**src/rtl/window_sum_pkg.sv**
```systemverilog
// Shared constants, channel type and the window-sum overflow policy.
// WINDOW_SUM_SATURATE_EN selects clamping instead of modulo wrap.
package window_sum_pkg;

  localparam int DATA_W_DEF = 8;
  localparam int TAPS_DEF   = 3;
  localparam int NUM_CH     = 2;

  typedef logic ch_t;

  // Reduces a full-width window sum to data_w bits (result in the low bits).
  function automatic logic [31:0] win_add(input logic [31:0] full_sum, input int data_w);
    logic [31:0] max_val;
    max_val = (32'd1 << data_w) - 32'd1;
`ifdef WINDOW_SUM_SATURATE_EN
    return (full_sum > max_val) ? max_val : full_sum;
`else
    return full_sum & max_val;
`endif
  endfunction

endpackage

```
**src/rtl/rr_arb2.sv**
```systemverilog
// Two-request round-robin arbiter; the loser of the previous grant wins a tie.
module rr_arb2
  import window_sum_pkg::*;
(
  input  logic [1:0] req,
  input  logic       stall,
  input  logic       clear,
  input  ch_t        last_grant,
  output logic [1:0] gnt
);

  always_comb begin
    gnt = 2'b00;
    if (!(stall || clear)) begin
      case (req)
        2'b01:   gnt = 2'b01;
        2'b10:   gnt = 2'b10;
        2'b11:   gnt = last_grant ? 2'b01 : 2'b10;
        default: gnt = 2'b00;
      endcase
    end
  end

endmodule

```
**src/rtl/window_sum_sched.sv**
```systemverilog
// Two-channel sliding-window sum sharing one adder behind a round-robin arbiter.
// Define WINDOW_SUM_SATURATE_EN to clamp sums on overflow instead of wrapping.
module window_sum_sched
  import window_sum_pkg::*;
#(
  parameter int DATA_W = DATA_W_DEF,
  parameter int TAPS   = TAPS_DEF
) (
  input  logic              clk,
  input  logic              reset_n,
  input  logic              clear,
  input  logic [1:0]        in_valid,
  output logic [1:0]        in_ready,
  input  logic [DATA_W-1:0] in_data0,
  input  logic [DATA_W-1:0] in_data1,
  output logic              out_valid,
  input  logic              out_ready,
  output logic              out_ch,
  output logic [DATA_W-1:0] out_sum
);

  localparam int SUM_W  = DATA_W + 3;
  localparam int HIST_N = TAPS - 1;

  logic [HIST_N-1:0][DATA_W-1:0] hist_reg [NUM_CH];
  logic [DATA_W-1:0]             in_data_arr [NUM_CH];
  logic                          out_valid_reg;
  logic [DATA_W-1:0]             out_sum_reg;
  ch_t                           out_ch_reg;
  ch_t                           last_grant_reg;

  logic              stall;
  logic [1:0]        gnt;
  logic [1:0]        xfer;
  logic              xfer_any;
  ch_t               sel_ch;
  logic [DATA_W-1:0] data_sel;
  logic [SUM_W-1:0]  sum_full;
  logic [DATA_W-1:0] sum_next;

  assign in_data_arr[0] = in_data0;
  assign in_data_arr[1] = in_data1;

  assign stall = out_valid_reg & ~out_ready;

  rr_arb2 u_arb (
    .req        (in_valid),
    .stall      (stall),
    .clear      (clear),
    .last_grant (last_grant_reg),
    .gnt        (gnt)
  );

  assign in_ready = gnt;
  assign xfer     = in_valid & gnt;
  assign xfer_any = |xfer;
  assign sel_ch   = gnt[1];
  assign data_sel = in_data_arr[sel_ch];

  // The single shared adder works on whichever channel holds the grant.
  always_comb begin
    sum_full = SUM_W'(data_sel);
    for (int k = 0; k < HIST_N; k++) begin
      sum_full = sum_full + SUM_W'(hist_reg[sel_ch][k]);
    end
  end

  assign sum_next = DATA_W'(win_add(32'(sum_full), DATA_W));

  genvar gi;
  generate
    for (gi = 0; gi < NUM_CH; gi++) begin : g_hist
      always_ff @(posedge clk or negedge reset_n) begin
        if (!reset_n) begin
          hist_reg[gi] <= '0;
        end else if (clear) begin
          hist_reg[gi] <= '0;
        end else if (xfer[gi]) begin
          hist_reg[gi][0] <= in_data_arr[gi];
          for (int k = 1; k < HIST_N; k++) begin
            hist_reg[gi][k] <= hist_reg[gi][k-1];
          end
        end
      end
    end
  endgenerate

  always_ff @(posedge clk or negedge reset_n) begin
    if (!reset_n) begin
      out_valid_reg  <= 1'b0;
      out_sum_reg    <= '0;
      out_ch_reg     <= 1'b0;
      last_grant_reg <= 1'b1;
    end else if (clear) begin
      out_valid_reg  <= 1'b0;
      last_grant_reg <= 1'b1;
    end else if (xfer_any) begin
      out_valid_reg  <= 1'b1;
      out_sum_reg    <= sum_next;
      out_ch_reg     <= sel_ch;
      last_grant_reg <= sel_ch;
    end else if (out_valid_reg && out_ready) begin
      out_valid_reg  <= 1'b0;
    end
  end

  assign out_valid = out_valid_reg;
  assign out_sum   = out_sum_reg;
  assign out_ch    = out_ch_reg;

endmodule

```
**config.mk**
```make
export PLATFORM = sky130hd
export DESIGN_NAME = window_sum_sched
export DESIGN_NICKNAME = d
export VERILOG_FILES = /design/src/rtl/window_sum_pkg.sv /design/src/rtl/rr_arb2.sv /design/src/rtl/window_sum_sched.sv
export SDC_FILE = /design/constraint.sdc
export NUM_CORES = 1
export LEC_CHECK = 0
export CAP_MARGIN = 20
export CORE_ASPECT_RATIO = 1.25
export CORE_UTILIZATION = 36
export CTS_BUF_LIST = sky130_fd_sc_hd__clkbuf_16
export CTS_CLUSTER_DIAMETER = 80
export DETAILED_ROUTE_END_ITERATION = 12
export GPL_TIMING_DRIVEN = 0
export HOLD_SLACK_MARGIN = 0.08
export SKIP_LAST_GASP = 1
export SLEW_MARGIN = 5
export SYNTH_ARGS = -nofsm -noshare
export SYNTH_HDL_FRONTEND = slang
export SYNTH_SLANG_ARGS = --single-unit
```
**constraint.sdc**
```tcl
create_clock -name clk -period 3.7 [get_ports clk]
set_input_delay 0.555 -clock clk [delete_from_list [all_inputs] [get_ports clk]]
set_output_delay 0.555 -clock clk [all_outputs]
set_load 0.01 [all_outputs]
```
==> Word level (Yosys, flattened, before mapping) <==
Cells that the tools add are included.
{ "totals": {"reg_bits": 43, "out_inout_bits": 12, "elab_cells": 45} }
{ "classes": {"addsub": 2, "magnitude_cmp": 1, "eq_ne": 3, "mux": 18, "bitwise": 5, "reduce_logical": 8} }
{ "ops": {"columns": ["cell", "n"], "rows": [
  ["2-to-1 mux 16 bit", 7],
  ["2-to-1 mux 8 bit", 3],
  ["adder 8 bit", 2],
  ["one-hot mux 2 bit (3 select lines)", 1],
  ["nonzero test 2 bit", 3],
  ["2-to-1 mux 1 bit", 5],
  ["== test 2 bit (second input constant)", 2],
  ["2-to-1 mux 2 bit", 2],
  ["nonzero test 3 bit", 1],
  ["AND 2 bit", 1],
  ["== test 2 x 1 -> 1 bit (second input constant)", 1],
  [">= comparator 2 bit (second input constant)", 1],
  ["NOT 1 bit", 2],
  ["NOT 1 -> 2 bit", 1],
  ["AND reduction 2 bit", 1],
  ["OR reduction 2 bit", 1],
  ["AND 1 bit", 1],
  ["logical AND 1 bit", 1],
  ["logical OR 1 bit", 1]
]} }

==> Logic depth before layout (Yosys ltp) <==
{ "logic_depth": {"ltp_word": 10, "mapped_depth": 15, "ltp_nobuf": 13} }

==> By module <==
Synthesis repeated with hierarchy kept, for this count alone.
{ "unflattened": {"hier_cells": 251, "area_unflattened_um2": 2398.6} }
{ "by_module_without_submodules": {"columns": ["module", "n_inst", "cells_each", "area_each_um2"], "rows": [
  ["window_sum_sched", 1, 246, 2372.3],
  ["rr_arb2", 1, 5, 26.3]
]} }

==> Least setup slack after synthesis <==
No wires, ideal clock.
{ "synth_timing": {"path_kind": "input to register", "start": "in clear", "end": "reg out_sum_reg[7], in the netlist out_sum[7]", "t_arrival_ns": 3.489, "slack_ns": 0.082, "path_stages": 15, "path_buffers": 3, "cell_sequence": "clkbuf_1 > nor3_2 > buf_2 > buf_2 > mux2i_1 > fa_1 > inv_1 > ha_1 > inv_1 > fa_1 > nand2b_1 > a21oi_1 > o21a_1 > a2111oi_2 > nand3b_1"} }
{ "synth_between": {"elab_chain_cells": 8} }
{ "synth_rtl": {"columns": ["item", "line_no", "text"], "rows": [
  ["from (decl)", "window_sum_sched.sv:11", "input logic clear,"],
  ["logical OR 1 bit", "rr_arb2.sv:14", "if (!(stall || clear)) begin"],
  ["2-to-1 mux 2 bit", "rr_arb2.sv:14", null],
  ["NOT 1 -> 2 bit (not written as such)", "window_sum_sched.sv:58, window_sum_sched.sv:64", null],
  ["2-to-1 mux 8 bit (not written as such) / 2-to-1 mux 16 bit (equally long branches) (3 in a row)", "window_sum_sched.sv:58, window_sum_sched.sv:64", null],
  ["adder 8 bit (2 in a row)", "window_sum_sched.sv:64", "sum_full = sum_full + SUM_W'(hist_reg[sel_ch][k]);"],
  ["to (signal assigned)", "window_sum_sched.sv:99", "out_sum_reg <= sum_next;"],
  ["to (decl)", "window_sum_sched.sv:28", "logic [DATA_W-1:0] out_sum_reg;"]
]} }
Several ways; a longest one is shown, not always the timed one. The select of a mux whose other input is x is not followed.
A chain may end at the register's enable or synchronous reset.

==> Worst setup path after layout <==
{ "layout_timing": {"start": "in in_valid[0]", "end": "reg out_sum_reg[7], in the netlist out_sum[7]"} }
{ "layout_between": {"elab_chain_cells": 9} }
{ "layout_rtl": {"columns": ["item", "line_no", "text"], "rows": [
  ["from (decl)", "window_sum_sched.sv:12", "input logic [1:0] in_valid,"],
  ["== test 2 bit / == test 2 x 1 -> 1 bit (equally long branches)", "rr_arb2.sv:15", "case (req)"],
  ["one-hot mux 2 bit (3 select lines)", "rr_arb2.sv:15", null],
  ["2-to-1 mux 2 bit", "rr_arb2.sv:14", null],
  ["NOT 1 -> 2 bit (not written as such)", "window_sum_sched.sv:58, window_sum_sched.sv:64", null],
  ["2-to-1 mux 8 bit (not written as such) / 2-to-1 mux 16 bit (equally long branches) (3 in a row)", "window_sum_sched.sv:58, window_sum_sched.sv:64", null],
  ["adder 8 bit (2 in a row)", "window_sum_sched.sv:64", null]
]} }
Several ways; a longest one is shown, not always the timed one. The select of a mux whose other input is x is not followed.

==> impl_metrics.json <==
{
  "outcome": "finished clean",
  "drc": 0,
  "synth_xor_area_share_pct": 2.71,
  "synth_fa_ha_area_share_pct": 9.97,
  "crit_path_max_fanout": 8,
  "internal_power_w": 0.00102,
  "utilization_pct": 50.4,
  "multi_input_area_um2": 1240,
  "switching_share_pct": 27.0,
  "synth_compound_area_share_pct": 16.8,
  "path_clk_slew_ns": 0.06,
  "cts_sinks": 43,
  "seqPwrFrac_pct": 39.5,
  "power_switching_w": 0.000377,
  "r2r_slack_ns": 0.35,
  "r2r-end": "out_sum[7]",
  "gr-total-overflow": 0,
  "syn_inst": 224,
  "timing.rr.start": "last_grant_reg",
  "synth_top_area_share_pct": 44.6,
  "die_h_um": 92.5,
  "ff2ff_path_depth": 15,
  "synth_flop_cell": "dfrtp_1",
  "synthTopCellsByArea": "dfrtp_1 (45%), mux2i_1 (7.6%), fa_1 (6.8%)",
  "crit_family": "adder cells",
  "combPwrFrac_pct": 25.1,
  "dp_hpwl_mm": 3.87,
  "via_count": 1782,
  "die_area_um2": 6880,
  "relSlewSlack_pct": 42.9,
  "core_um2": 6250,
  "synth_edf_count": 0,
  "synth-seq-area-share_pct": 45.7,
  "fmax_ghz": 0.283,
  "rows": 32,
  "first_iter_violations": 87,
  "path_class": "in2reg",
  "area.growth.synth_to_final_pct": 33.5,
  "slowest_delay_ns": 0.43,
  "ir_drop_mv": 0.221,
  "yosys-top-cells-count": "dfrtp_1 (42), nand2_1 (42), o21ai_0 (22), inv_1 (18), mux2i_1 (18)",
  "firstDrtPassIters": 4,
  "regArea_um2": 1080,
  "htree_levels": 2,
  "worstPathArrival_ns": 3.69,
  "maxCapViolations": 0,
  "synth-simple-area-share_pct": 9.87,
  "hp-class": "in2async",
  "via_per_inst": 4.98,
  "layout-drive-gt1-share_pct": 16.1,
  "ctsHoldBuffers": 0,
  "grt_use_total_pct": 17.4,
  "async_flop_share_pct": 100,
  "ant_nets": 0,
  "die_w_um": 74.4,
  "slowest_stage": "fa_1",
  "worst_clock_skew_ns": 0.00373,
  "power_w": 0.00139,
  "end_kind": "register",
  "ys_types": 39,
  "finalHoldWorstSlack_ns": 0.215,
  "cp_common_cell": "inv_1",
  "tightest_slew_ns": 0.853,
  "cp_cell_sequence": "dlygate4sd2_1 > a21bo_4 > nor3_4 > buf_6 > buf_12 > mux2i_4 > fa_1 > inv_1 > ha_2 > inv_1 > fa_2 > nand2b_4 > a21oi_4 > o21a_1 > a2111oi_2 > nand3b_1",
  "layout.nets": 308,
  "drv_slew": 0,
  "grt_max_degree": 28,
  "finalCritPeriodShare_pct": 95.5,
  "power.density_nw_per_um2": 443,
  "layout_min_cycle_time_ns": 3.53,
  "hold_viol": 0,
  "tritoncts": "built",
  "n_antenna_cell": 0,
  "grt_pass1_vias": 1738,
  "io_pins": 34,
  "muxShareOfSynthArea_pct": 10.0,
  "largest_reg_flops": 32,
  "clockBufferDepth": 2,
  "yosysWarnings": 0,
  "netlist_area_um2": 2360,
  "antenna_found_initial": 0,
  "io_buffers": 32,
  "path_buf_inv": 5,
  "cp-start-kind": "input pin",
  "synth_top_family_by_area": "compound AO/OA/AOI/OAI gates",
  "routed_wl_mm": 5.56,
  "leakagePower_nw": 1.39,
  "clock_latency_ns": 0.28,
  "nFillCells": 607,
  "finalWeightedCongestion": 0.744,
  "cp-startpoint": "in_valid[0]",
  "synth_nets": 260,
  "synth.avg_cell_area_um2": 10.5,
  "finalSetupViolCount": 0,
  "initial_core_util_pct": 37.8,
  "clkPwrFrac_pct": 35.4,
  "worstPathRequired_ns": 3.86,
  "cts_buffers": 5,
  "root_buffer": "clkbuf_16",
  "synth_top_cell_by_area": "dfrtp_1",
  "grt_pass1_wl_mm": 8.91,
  "wl_per_cell_um": 15.5,
  "ys_ff_latch": 43
}
[stage by stage]
stage	instance area, µm²	setup slack, ns	setup TNS [ns]	instances
finish	3150	0.168	0	358
global route	3150	-0.00781	-0.00781	358
CTS	3080	0.0367	0	354
detailed placement	2800	-0.908	-3.40	342
global placement	2790	-0.923	-3.34	341
floorplan	2360	0.0816	0	224
[power groups by stage]
stage	registers, W	clock network (W)	logic [W]
floorplan	0.000570	0	0.000163
global placement	0.000558	0	0.000317
detailed placement	0.000559	0	0.000323
CTS	0.000551	0.000506	0.000345
global route	0.000557	0.000522	0.000388
finish	0.000551	0.000494	0.000350
[kinds of logic after synthesis]
family                   Yosys count
adder cells (fa/ha/maj)           14
AO/OA/AOI/OAI                     56
AND/OR/NAND/NOR                   54
buffers and inverters             30
XOR/XNOR                           4
flip-flops                        43
multiplexers                      23
[what timing repair did]
| item | 4_1_cts | 5_1_grt |
|---|---|---|
| gates resized for setup | 23 | 7 |
| setup endpoints to repair | 5 | 2 |
| buffers inserted | 4 | 4 |
| pin swaps | 5 | 5 |
[placed cells by master (no fill, tap or decap), drive strengths merged, types with 5 or more instances in the layout]
| master | synthesis | routed |
|---|---|---|
| a21oi | 5 | 5 |
| a22o | 14 | 14 |
| buf | 4 | 14 |
| clkbuf | 7 | 12 |
| clkdlybuf4s50 | 0 | 28 |
| dfrtp | 42 | 42 |
| fa | 8 | 8 |
| ha | 6 | 6 |
| inv | 19 | 19 |
| mux2 | 5 | 5 |
| mux2i | 18 | 18 |
| nand2 | 42 | 42 |
| o21ai | 22 | 22 |
[final cells by class]
type / count / area share [%]
Multi-Input combinational cell: 151 / 39.5
Sequential cell: 43 / 34.2
Timing Repair Buffer: 41 / 13.0
Clock buffer: 5 / 3.97
Tap cell: 85 / 3.38
Buffer: 11 / 2.46
Inverter: 19 / 2.27
Clock inverter: 3 / 1.23
[per-layer routing]
| metal | track usage, % | wire [µm] | vias to the layer above | part of all wire, % |
|---|---|---|---|---|
| met5 | 0 | 0 | - | 0 |
| met4 | 5.19 | 71 | 0 | 1.3 |
| met3 | 2.61 | 153 | 6 | 2.8 |
| met2 | 28.9 | 2850 | 23 | 51 |
| met1 | 23.0 | 2490 | 883 | 45 |
| li1 | - | - | 870 | - |
[worst max-delay path by stage]
stage	slack (ns)	to	depth (start not counted)
floorplan	0.08	out_sum[7]	15
global placement	-0.92	out_sum[7]	16
detailed placement	-0.91	out_sum[7]	16
CTS	0.04	out_sum[6]	14
global route	-0.008	out_sum[7]	16
finish	0.17	out_sum[7]	16
Power figures use the tool's default switching activity.
